<file path="config.mk">
export PLATFORM = sky130hd
export DESIGN_NAME = fetch_seq
export DESIGN_NICKNAME = d
export VERILOG_FILES = /design/src/rtl/fetch_seq_pkg.sv /design/src/rtl/fetch_seq_wdog.sv /design/src/rtl/fetch_seq.sv
export SDC_FILE = /design/constraint.sdc
export NUM_CORES = 1
export LEC_CHECK = 0
export BUFFER_PORTS_ARGS = -buffer_cell sky130_fd_sc_hd__buf_2
export CORE_MARGIN = 5
export CORE_UTILIZATION = 44
export DETAILED_ROUTE_END_ITERATION = 6
export GPL_TIMING_DRIVEN = 0
export PLACE_DENSITY = 0.78
export SLEW_MARGIN = 20
export SYNTH_ARGS = -nofsm -noshare
export SYNTH_HDL_FRONTEND = slang
export SYNTH_HIERARCHICAL = 1
export SYNTH_SLANG_ARGS = --single-unit
export TNS_END_PERCENT = 30
</file>
<file path="constraint.sdc">
create_clock -name clk -period 2.1 [get_ports clk]
set_clock_uncertainty 0.05 [all_clocks]
set_input_delay 0.42 -clock clk [delete_from_list [all_inputs] [get_ports clk]]
set_output_delay 0.42 -clock clk [all_outputs]
set_load 0.01 [all_outputs]
</file>
<file path="src/rtl/fetch_seq_pkg.sv">
// fetch_seq_pkg: state encoding and shared constants for the fetch sequencer.
// Also holds the watchdog width helper used when FETCH_SEQ_TIMEOUT_EN is set.
package fetch_seq_pkg;

   localparam int STATE_W = 3;
   localparam int INSTR_W = 32;
   localparam logic [31:0] DEF_RESET_PC = 32'd0;

   typedef enum logic [STATE_W-1:0] {
      S_IDLE   = 3'd0,
      S_FETCH  = 3'd1,
      S_EXEC   = 3'd2,
      S_HALTED = 3'd3,
      S_DONE   = 3'd4,
      S_ERROR  = 3'd5
   } state_t;

   // Counter must hold TIMEOUT_CYC-1; never narrower than 8 or wider than 32.
   function automatic int wdog_width(input int lim);
      int w;
      w = $clog2(lim + 1);
      if (w < 8) w = 8;
      if (w > 32) w = 32;
      return w;
   endfunction

endpackage

</file>
<file path="src/rtl/fetch_seq_wdog.sv">
// fetch_seq_wdog: counts FETCH cycles without an ack.
// expire is high in the FETCH cycle that would reach LIMIT.
module fetch_seq_wdog #(
   parameter int LIMIT = 255,
   parameter int CNT_W = 8
) (
   input  logic clk,
   input  logic rst,
   input  logic clr,
   input  logic inc,
   output logic expire
);

   logic [CNT_W-1:0] cnt_q;

   always_ff @(posedge clk) begin
      if (rst || clr) begin
         cnt_q <= '0;
      end else if (inc) begin
         cnt_q <= cnt_q + 1'b1;
      end
   end

   assign expire = inc && (cnt_q == CNT_W'(LIMIT - 1));

endmodule

</file>
<file path="src/rtl/fetch_seq.sv">
// fetch_seq: PC owner and fetch/commit sequencer with run/halt/step control.
// Define FETCH_SEQ_TIMEOUT_EN to add the fetch watchdog and ERROR state.
module fetch_seq
   import fetch_seq_pkg::*;
#(
   parameter int                ADDR_W      = 32,
   parameter logic [ADDR_W-1:0] RESET_PC    = ADDR_W'(DEF_RESET_PC),
   parameter int                TIMEOUT_CYC = 255
) (
   input  logic               clk,
   input  logic               rst,
   input  logic               start,
   input  logic               halt_req,
   input  logic               step_req,
   input  logic [ADDR_W-1:0]  last_pc,
   output logic               imem_req,
   output logic [ADDR_W-1:0]  imem_addr,
   input  logic               imem_ack,
   input  logic [INSTR_W-1:0] imem_rdata,
   output logic [INSTR_W-1:0] instr,
   output logic               instr_valid,
   output logic [ADDR_W-1:0]  pc,
   output logic [31:0]        retired,
   output logic [STATE_W-1:0] state,
   output logic               done,
   output logic               err
);

   state_t              state_q;
   state_t              state_d;
   logic [ADDR_W-1:0]   pc_q;
   logic [INSTR_W-1:0]  instr_q;
   logic [31:0]         retired_q;
   logic                step_q;

   logic                ld_instr;
   logic                commit;
   logic                pc_inc;
   logic                restart;
   logic                step_set;
   logic                step_clr;
   logic                tmo_hit;

`ifdef FETCH_SEQ_TIMEOUT_EN
   fetch_seq_wdog #(
      .LIMIT (TIMEOUT_CYC),
      .CNT_W (wdog_width(TIMEOUT_CYC))
   ) u_wdog (
      .clk    (clk),
      .rst    (rst),
      .clr    (state_q != S_FETCH),
      .inc    ((state_q == S_FETCH) && !imem_ack),
      .expire (tmo_hit)
   );

   assign err = (state_q == S_ERROR);
`else
   localparam int unused_timeout_cyc = TIMEOUT_CYC;

   assign tmo_hit = 1'b0;
   assign err     = 1'b0;
`endif

   always_comb begin
      state_d  = state_q;
      ld_instr = 1'b0;
      commit   = 1'b0;
      pc_inc   = 1'b0;
      restart  = 1'b0;
      step_set = 1'b0;
      step_clr = 1'b0;
      unique case (state_q)
         S_IDLE: begin
            if (start) begin
               state_d  = S_FETCH;
               step_clr = 1'b1;
            end
         end
         S_FETCH: begin
            if (imem_ack) begin
               ld_instr = 1'b1;
               state_d  = S_EXEC;
            end else if (tmo_hit) begin
               state_d = S_ERROR;
            end
         end
         S_EXEC: begin
            commit = 1'b1;
            if (pc_q == last_pc) begin
               state_d = S_DONE;
            end else begin
               pc_inc  = 1'b1;
               state_d = (halt_req || step_q) ? S_HALTED : S_FETCH;
            end
         end
         S_HALTED: begin
            // step_req outranks start when both arrive together
            if (step_req) begin
               state_d  = S_FETCH;
               step_set = 1'b1;
            end else if (start) begin
               state_d  = S_FETCH;
               step_clr = 1'b1;
            end
         end
         S_DONE: begin
            if (start) begin
               state_d  = S_FETCH;
               restart  = 1'b1;
               step_clr = 1'b1;
            end
         end
         S_ERROR: begin
            state_d = S_ERROR;
         end
         default: begin
            state_d = S_IDLE;
         end
      endcase
   end

   always_ff @(posedge clk) begin
      if (rst) begin
         state_q   <= S_IDLE;
         pc_q      <= RESET_PC;
         instr_q   <= '0;
         retired_q <= '0;
         step_q    <= 1'b0;
      end else begin
         state_q <= state_d;
         if (ld_instr) begin
            instr_q <= imem_rdata;
         end
         if (restart) begin
            pc_q      <= RESET_PC;
            retired_q <= '0;
         end else begin
            if (pc_inc) begin
               pc_q <= pc_q + 1'b1;
            end
            if (commit) begin
               retired_q <= retired_q + 1'b1;
            end
         end
         if (step_set) begin
            step_q <= 1'b1;
         end else if (step_clr) begin
            step_q <= 1'b0;
         end
      end
   end

   assign imem_req    = (state_q == S_FETCH);
   assign imem_addr   = pc_q;
   assign instr       = instr_q;
   assign instr_valid = (state_q == S_EXEC);
   assign pc          = pc_q;
   assign retired     = retired_q;
   assign state       = state_q;
   assign done        = (state_q == S_DONE);

endmodule

</file>
==> results of run 1 <==
## cells in the final DEF (no fill, tap or decap), drive strengths merged, types with 3 or more instances in the layout
master | netlist | final
or4 | 7 | 7
inv | 12 | 13
o31ai | 10 | 10
nand3 | 21 | 21
nand2 | 105 | 105
nand4 | 14 | 14
a21oi | 68 | 68
o41ai | 3 | 3
nand2b | 5 | 5
clkbuf | 17 | 31
nor4 | 14 | 14
or3 | 8 | 8
o21ai | 9 | 9
a21o | 4 | 4
buf | 41 | 266
nor2b | 5 | 5
and4 | 11 | 11
xnor2 | 10 | 10
a31o | 7 | 7
mux2i | 5 | 5
xor2 | 51 | 51
nor2 | 44 | 44
and3 | 10 | 10
dfxtp | 100 | 100
nor3 | 3 | 3
or4b | 3 | 3
## flip-flops by register name, indices dropped and copies added (netlist names)
name,flops
retired,32
state,3
instr,32
imem_addr,32
step_q,1
## worst max path at each step
| stage | depth (start not counted) | end | from |
|---|---|---|---|
| floorplan | 6 | imem_addr[29]$_SDFFE_PP0P_ | imem_addr[17]$_SDFFE_PP0P_ |
| global placement | 8 | imem_addr[26]$_SDFFE_PP0P_ | last_pc[30] |
| detailed placement | 8 | imem_addr[14]$_SDFFE_PP0P_ | last_pc[31] |
| CTS | 8 | imem_addr[21]$_SDFFE_PP0P_ | imem_addr[3]$_SDFFE_PP0P_ |
| global route | 6 | imem_addr[22]$_SDFFE_PP0P_ | imem_addr[3]$_SDFFE_PP0P_ |
| finish | 7 | imem_addr[23]$_SDFFE_PP0P_ | imem_addr[22]$_SDFFE_PP0P_ |
## routing by layer
metal | global-route usage (%) | up-vias
met2 | 36.7 | 235
met1 | 28.0 | 2331
li1 | - | 2516
met5 | 0 | -
met3 | 6.99 | 19
met4 | 7.58 | 0
## logic make-up after synthesis
logic type	count (synthesis)
AOI/OAI and AO/OA	108
xor gates and xnor gates	61
adders and majority gates	2
buffers and inverters	71
DFF	100
muxes	5
other	1
and+or+nand+nor	254
## stage by stage
stage	hold slack (ns)	utilization (%)	instance area (sq um)	worst slack [ns]	cells
finish	0.258	64.1	7050	-0.0723	983
global route	0.251	64.1	7050	-0.162	983
CTS	0.245	61.9	6800	-0.00721	972
detailed placement	0.393	56.2	6170	-0.530	944
global placement	0.389	56.2	6170	-0.551	944
floorplan	0.431	-	4990	-0.00388	602
## power groups by stage
stage / sequential [uW] / clock [uW] / combinational (uW)
final: 1960 / 1750 / 451
after global routing: 1970 / 1880 / 501
after CTS: 1970 / 1790 / 416
after detailed placement: 2020 / 0 / 381
after global placement: 2010 / 0 / 377
after floorplan: 2030 / 0 / 183
## worst min-delay path, delay by kind of cell
kind	cells	cell delay, ns
compound gates	1	0.05
simple gates	1	0.04
buf+inv	1	0.09
## timing repair
item	CTS	global route
buffers inserted	14	10
hold buffers	0	0
resized for setup	55	46
setup endpoints to repair	67	52
pin swaps	7	17
gates cloned	0	1
## cell type report
class | instances | area, sq um | area share [%]
buffer | 58 | 398 | 5.65
clock buffer | 12 | 246 | 3.50
clock inverter | 2 | 60.1 | 0.852
inverter | 13 | 51.3 | 0.728
multi-input combinational | 431 | 2820 | 40.0
sequential | 100 | 2060 | 29.2
tap | 140 | 175 | 2.49
timing repair buffer | 227 | 1240 | 17.6
==> impl_results.rst, run 1 <==
.. list-table::
   :header-rows: 1

   * - Metric
     - Value
   * - Net count, final
     - around 910
   * - Bufs on Longest Clock Path
     - 2
   * - Total routing usage reported by global routing
     - 22.4%
   * - Total length of routed met2 wires
     - approximately 7300 microns
   * - Global-route wire length before repair
     - 24,100 microns
   * - Number of enable-type register cells in the synthesized netlist
     - 0
   * - Most used standard cells in the synthesized netlist
     - nand2_1 (105), dfxtp_1 (100), a21oi_1 (68)
   * - Overflow left after global routing
     - 0
   * - Time the final worst path needs with I/O delays and setup
     - between 2 and 2.5 ns
   * - Final ANT Viol Nets
     - 0
   * - Die height
     - 116 microns
   * - Number of remaining DRC errors
     - 0
   * - Portion of the clock cycle consumed by the worst path in the final layout
     - 103%
   * - Number of filler instances in the final layout
     - 910
   * - Worst supply voltage drop on vdd
     - about 0.00043 V
   * - Critical Setup Path Class
     - reg2reg
   * - Top cells by area in the synthesized netlist
     - dfxtp_1 (40%), xor2_1 (9.0%), nand2_1 (7.9%), a21oi_1 (6.8%), buf_4 (5.0%)
   * - Final total power
     - between 4000 and 5000 uW
   * - # port buffers
     - between 200 and 250
   * - Ant. Diodes
     - 0
   * - Level count of the clock H-tree
     - 3
   * - Sequential share of power
     - 47.1%
   * - DR WL met3
     - between 1500 and 2000 microns
   * - Power Internal
     - 3190 uW
   * - Worst-margin pin slew
     - approximately 0.59 ns
   * - Die Outline Area
     - ~14,000 sq um
   * - Net count after synthesis
     - slightly below 700
   * - Cts bufs inserted
     - 9
   * - Share of flip-flops with an asynchronous set or reset
     - 0%
   * - Layout overhead on the synthesized area
     - 41.3%
   * - Startpoint type of the worst setup path
     - register
   * - Worst-Skew Late Latency
     - roughly 0.34 ns
   * - Most numerous cell in the Yosys netlist
     - nand2_1
   * - Reg-to-reg startpoint
     - imem_addr[22]$_SDFFE_PP0P_
   * - Total number of vias
     - 5,101
   * - Synth cell types
     - 50
   * - Endpoint required time on the critical path
     - 2.32 ns
   * - Antenna violations before repair
     - 0
   * - Hold WC Path Type
     - in2reg
   * - Post-synth top area cell
     - dfxtp_1
   * - Starting DRT DRC Count
     - ~390
   * - Area fraction in and, or, nand and nor cells after synthesis
     - 26.6%
   * - Net switching share of the total power
     - 23.4%
   * - Violated checks
     - negative setup slack
   * - Reported max-cap violation count
     - 0
   * - Number of ports placed on the die boundary
     - about 210
   * - Worst reg-to-reg setup slack
     - -0.07 ns
   * - Total power per unit cell area
     - between 500 and 600 nW/um^2
   * - Post-detailed-route via-to-cell ratio
     - 5.19
   * - Final Max Slew Viols
     - 0
   * - Clock Root Buffer
     - clkbuf_16
   * - Highest metal used
     - met4
   * - Synthesized netlist cell count
     - about 600
   * - Number of global-route vias before repair
     - between 4,000 and 5,000
   * - Combinational family with the most area after synthesis
     - simple AND/OR/NAND/NOR gates
   * - Total count of hold-check failures in the final report
     - 0
   * - Most used DFF post-synth
     - dfxtp_1
   * - Switching component of the power
     - around 1000 uW
   * - Delay-heaviest family, CP
     - simple AND/OR/NAND/NOR gates
   * - Proportion of power drawn by combinational gates
     - around 11%
   * - Post-route met1 wirelength
     - ~6200 microns
   * - Initial core utilization
     - between 40% and 50%
   * - Setup_tns
     - -0.115 ns
   * - Slowest cell on the critical path
     - or4b_1
   * - Sum of routed wire length over all layers
     - about 15,000 microns
   * - Outcome
     - finished with violations
   * - Floorplan row count
     - 38
   * - Count of buffering cells on the critical path with inverters included
     - 1
   * - CTS tree
     - built
   * - Setup violation total in the final timing report
     - 2
   * - Core ar.
     - around 11,000 sq um
   * - Terminus of the critical flop-to-flop path
     - imem_addr[23]$_SDFFE_PP0P_
   * - Adder-Cell Fraction of Synth Area
     - less than 1%
   * - Slew headroom
     - between 60% and 70%
   * - FF-to-FF path depth
     - 7
   * - Share of final-layout standard cells stronger than drive strength 1
     - between 40% and 50%
   * - Maximum number of pins on one net before global-route repair
     - 15
   * - Multiplexer share of the synthesized area
     - about 1%
   * - Clock network fraction of total power
     - 42.1%
   * - Total clock sinks
     - 100
   * - Routed wire per std cell
     - about 16 microns
   * - Leakage
     - 0.00334 uW
   * - Arrival time of data at the critical path endpoint
     - between 2 and 2.5 ns
   * - GPL Wtd Cong
     - 0.841
   * - CP Max Fanout
     - 7
   * - Part of the Yosys area used for sequential elements
     - approximately 40%
   * - Detailed-placement wirelength estimate
     - about 11,000 microns
   * - XOR/XNOR Fraction of Synth Area
     - a little over a tenth
   * - Setup repair after global routing missed its margin
     - yes
   * - Proportion of netlist area held by the largest area contributor
     - 40.1%
   * - Die width
     - 116 microns
   * - Endpoint of the worst hold-timing path
     - instr[30]$_SDFFE_PP0P_
   * - Endpoint kind of the worst setup timing path
     - register
   * - Worst Hold Path Cells
     - 3
   * - Fraction of the mapped netlist area in compound gates
     - roughly 13%
   * - Maximum operating frequency
     - around 460 MHz
   * - Worst Hold Launch
     - imem_rdata[30]
   * - Clock-pin slew reported for the worst setup and hold paths after clock tree synthesis
     - around 0.070 ns
   * - Detailed-router iteration count before antenna repair
     - 5
   * - Synthesized area
     - around 5000 sq um
   * - Mean Syn Cell Area
     - about 8.3 sq um
   * - Max stage delay on crit path
     - about 0.46 ns
   * - Yosys warning count
     - 6
   * - Number of synthesized register bits
     - 100
   * - CP cell instances
     - xor2_1, nor4_4, and4_4, a211oi_4, buf_4, or4b_1, a21oi_1
   * - Setup WS post-layout
     - -0.0723 ns
Note: power is estimated with default switching activity, not from simulation.
==> run 2: changes to the inputs <==
CORE_ASPECT_RATIO = 0.75   (was default)
==> run 2 against run 1 <==
  * The run still ends with negative setup slack left
  * Flip-flop and latch count is the same
  * Wire length rose by 11%
  * Critical endpoint is now imem_addr[29]$_SDFFE_PP0P_
  * Sequential power is essentially flat
==> impl_results.rst, run 2 (same netlist as run 1, synthesis figures left out) <==
.. list-table::
   :header-rows: 1

   * - Metric
     - Value
   * - # port buffers
     - 202 (unchanged)
   * - Cell area after placement
     - 6170 sq um (unchanged)
   * - Portion of the clock cycle consumed by the worst path in the final layout
     - 105% (+1.1 points)
   * - Global-route wire length before repair
     - 24,200 microns (+0.34%)
   * - Reported max-cap violation count
     - 0 (unchanged)
   * - Cts bufs inserted
     - 9 (unchanged)
   * - GPL Wtd Cong
     - 0.866 (+2.9%)
   * - Critical Setup Path Class
     - reg2reg
   * - Final std cell area, no fill
     - 7350 sq um (+4.3%)
   * - Slew headroom
     - 40.0% (-20 points)
   * - Violated checks
     - negative setup slack
   * - CP Max Fanout
     - 6 (-1)
   * - Maximum operating frequency
     - 456 MHz (-1.0%)
   * - Number of filler instances in the final layout
     - 867 (-4.7%)
   * - Detailed-router iteration count before antenna repair
     - 5 (unchanged)
   * - Endpoint kind of the worst setup timing path
     - register
   * - Die Outline Area
     - 13,600 sq um (+0.16%)
   * - Time the final worst path needs with I/O delays and setup
     - 2.20 ns (+0.0228 ns)
   * - Routed wire per std cell
     - 17.3 microns (+10%)
   * - Clock Root Buffer
     - clkbuf_16
   * - Core ar.
     - 11,000 sq um (+0.38%)
   * - Outcome
     - finished with violations
   * - Final ANT Viol Nets
     - 0 (unchanged)
   * - Worst-Skew Late Latency
     - 0.34 ns (about the same)
   * - Post-detailed-route via-to-cell ratio
     - 5.38 (+3.7%)
   * - Worst supply voltage drop on vdd
     - 0.000468 V (+9.4%)
   * - Top library cells by usage in the layout, fill and taps aside
     - buf_2 (202), nand2_1 (103), dfxtp_1 (68), a21oi_1 (62), buf_4 (61)
   * - Fin cells
     - 991 (+0.81%)
   * - Setup violation total in the final timing report
     - 8 (+6)
   * - Total number of vias
     - 5,331 (+4.5%)
   * - Worst-margin pin slew
     - 0.900 ns (+0.307 ns)
   * - Number of remaining DRC errors
     - 0 (unchanged)
   * - Ant. Diodes
     - 0 (unchanged)
   * - Final total power
     - 4050 uW (-2.7%)
   * - Setup WS post-layout
     - -0.0951 ns (-0.0228 ns)
   * - Maximum number of pins on one net before global-route repair
     - 16 (+1)
   * - Delay-heaviest family, CP
     - simple AND/OR/NAND/NOR gates
   * - Number of global-route vias before repair
     - 4,969 (+2.3%)
   * - Commonest non-fill, non-tap cell in the layout
     - buf_2
   * - Starting DRT DRC Count
     - 392 (+0.26%)
   * - Hold WC Path Type
     - in2reg
   * - CP cell instances
     - and4_4, nand4_1, nor4_4, nand3_1, or4_1, a21oi_1
   * - Max stage delay on crit path
     - 0.54 ns (+0.08 ns)
   * - Startpoint type of the worst setup path
     - register
   * - Leakage
     - 0.00339 uW (+1.5%)
   * - CTS tree
     - built
   * - Overflow left after global routing
     - 0 (unchanged)
   * - Die height
     - 102 microns (-12%)
   * - Sum of routed wire length over all layers
     - 17,100 microns (+11%)
   * - Final Max Slew Viols
     - 0 (unchanged)
   * - Clock-pin slew reported for the worst setup and hold paths after clock tree synthesis
     - 0.07 ns (about the same)
   * - Net count, final
     - 920 (+0.88%)
   * - Endpoint required time on the critical path
     - 2.31 ns (about the same)
   * - Seq. cell area
     - 2090 sq um (+1.6%)
   * - Arrival time of data at the critical path endpoint
     - 2.41 ns (+0.02 ns)
   * - Detailed-placement wirelength estimate
     - 11,200 microns (+1.5%)
   * - Total power per unit cell area
     - 551 nW/um^2 (-6.7%)
   * - Total routing usage reported by global routing
     - 22.0% (-0.43 points)
   * - Floorplan row count
     - 33 (-13%)
   * - Die width
     - 133 microns (+14%)
   * - Total clock sinks
     - 100 (unchanged)
   * - Total count of hold-check failures in the final report
     - 0 (unchanged)
   * - Setup_tns
     - -0.328 ns (-0.213 ns)
   * - Setup repair after global routing missed its margin
     - yes
   * - Worst-case setup slack after placement
     - -0.555 ns (-0.0251 ns)
   * - Layout overhead on the synthesized area
     - 47.3%
   * - Level count of the clock H-tree
     - 3 (unchanged)
   * - Antenna violations before repair
     - 0 (unchanged)
   * - Cell count after placement
     - 944 (unchanged)
   * - Area of the multi-input gates
     - 3030 sq um (+7.5%)
   * - Count of buffering cells on the critical path with inverters included
     - 0 (-1)
   * - Slowest cell on the critical path
     - or4_1
   * - Share of final-layout standard cells stronger than drive strength 1
     - 46.7% (+4.1 points)
   * - Number of ports placed on the die boundary
     - 205 (unchanged)
   * - Initial core utilization
     - 45.2% (-0.17 points)
   * - Bufs on Longest Clock Path
     - 2 (unchanged)
## run 2: area by class of cell
| cell class | instances | share of cell area [%] |
|---|---|---|
| plain buffers | 58 | 5.50 |
| clock buffers | 10 | 3.12 |
| clock inverters | 4 | 0.715 |
| inverters | 13 | 0.698 |
| multi-input cells | 431 | 41.2 |
| flip-flops and latches | 100 | 28.5 |
| well taps | 140 | 2.38 |
| repair buffers | 235 | 17.9 |
## run 2: worst reg2reg max path: stages, from the launching register on
cell and delay (ns):
dfxtp_4 0.41, and4_4 0.27, nand4_1 0.19, nor4_4 0.35, nand3_1 0.15, or4_1 0.54
a21oi_1 0.15
## run 2: final timing paths
check | startpoint | endpoint | slack [ns] | cells after the start
worst max-delay path | imem_addr[17]$_SDFFE_PP0P_ | imem_addr[29]$_SDFFE_PP0P_ | -0.1 | 6
worst min-delay path | imem_rdata[18] | instr[18]$_SDFFE_PP0P_ | 0.27 | 3
worst max register to register | imem_addr[17]$_SDFFE_PP0P_ | imem_addr[29]$_SDFFE_PP0P_ | -0.1 | 6
worst min register to register | instr[3]$_SDFFE_PP0P_ | instr[3]$_SDFFE_PP0P_ | 0.40 | 2
## run 2: through the flow
stage	util [%]	hold slack, ns
floorplan	-	0.431
global placement	56.0	0.389
detailed placement	56.0	0.393
CTS	61.3	0.247
global route	66.7	0.270
finish	66.7	0.265
## run 2: where the power goes
part / total (uW) / leakage [uW] / switching [uW] / internal, uW
sequential: 1950 / 0.000830 / 30.5 / 1920
clock: 1610 / 0.000127 / 699 / 911
combinational: 495 / 0.00244 / 282 / 214
total: 4050 / 0.00339 / 1010 / 3040
## run 2: layer usage
layer	part of all wire, %	GRT usage, %	vias up
li1	-	-	2518
met1	40	27.2	2496
met2	47	36.2	270
met3	11	8.37	47
met4	2.4	6.39	0
met5	0	0	-
## run 2: timing repair
action	CTS	global route
pin swaps	9	28
gates resized for setup	55	97
buffers inserted	14	17
hold buffers	0	0
cloned	0	2
endpoints found under the setup margin	66	62
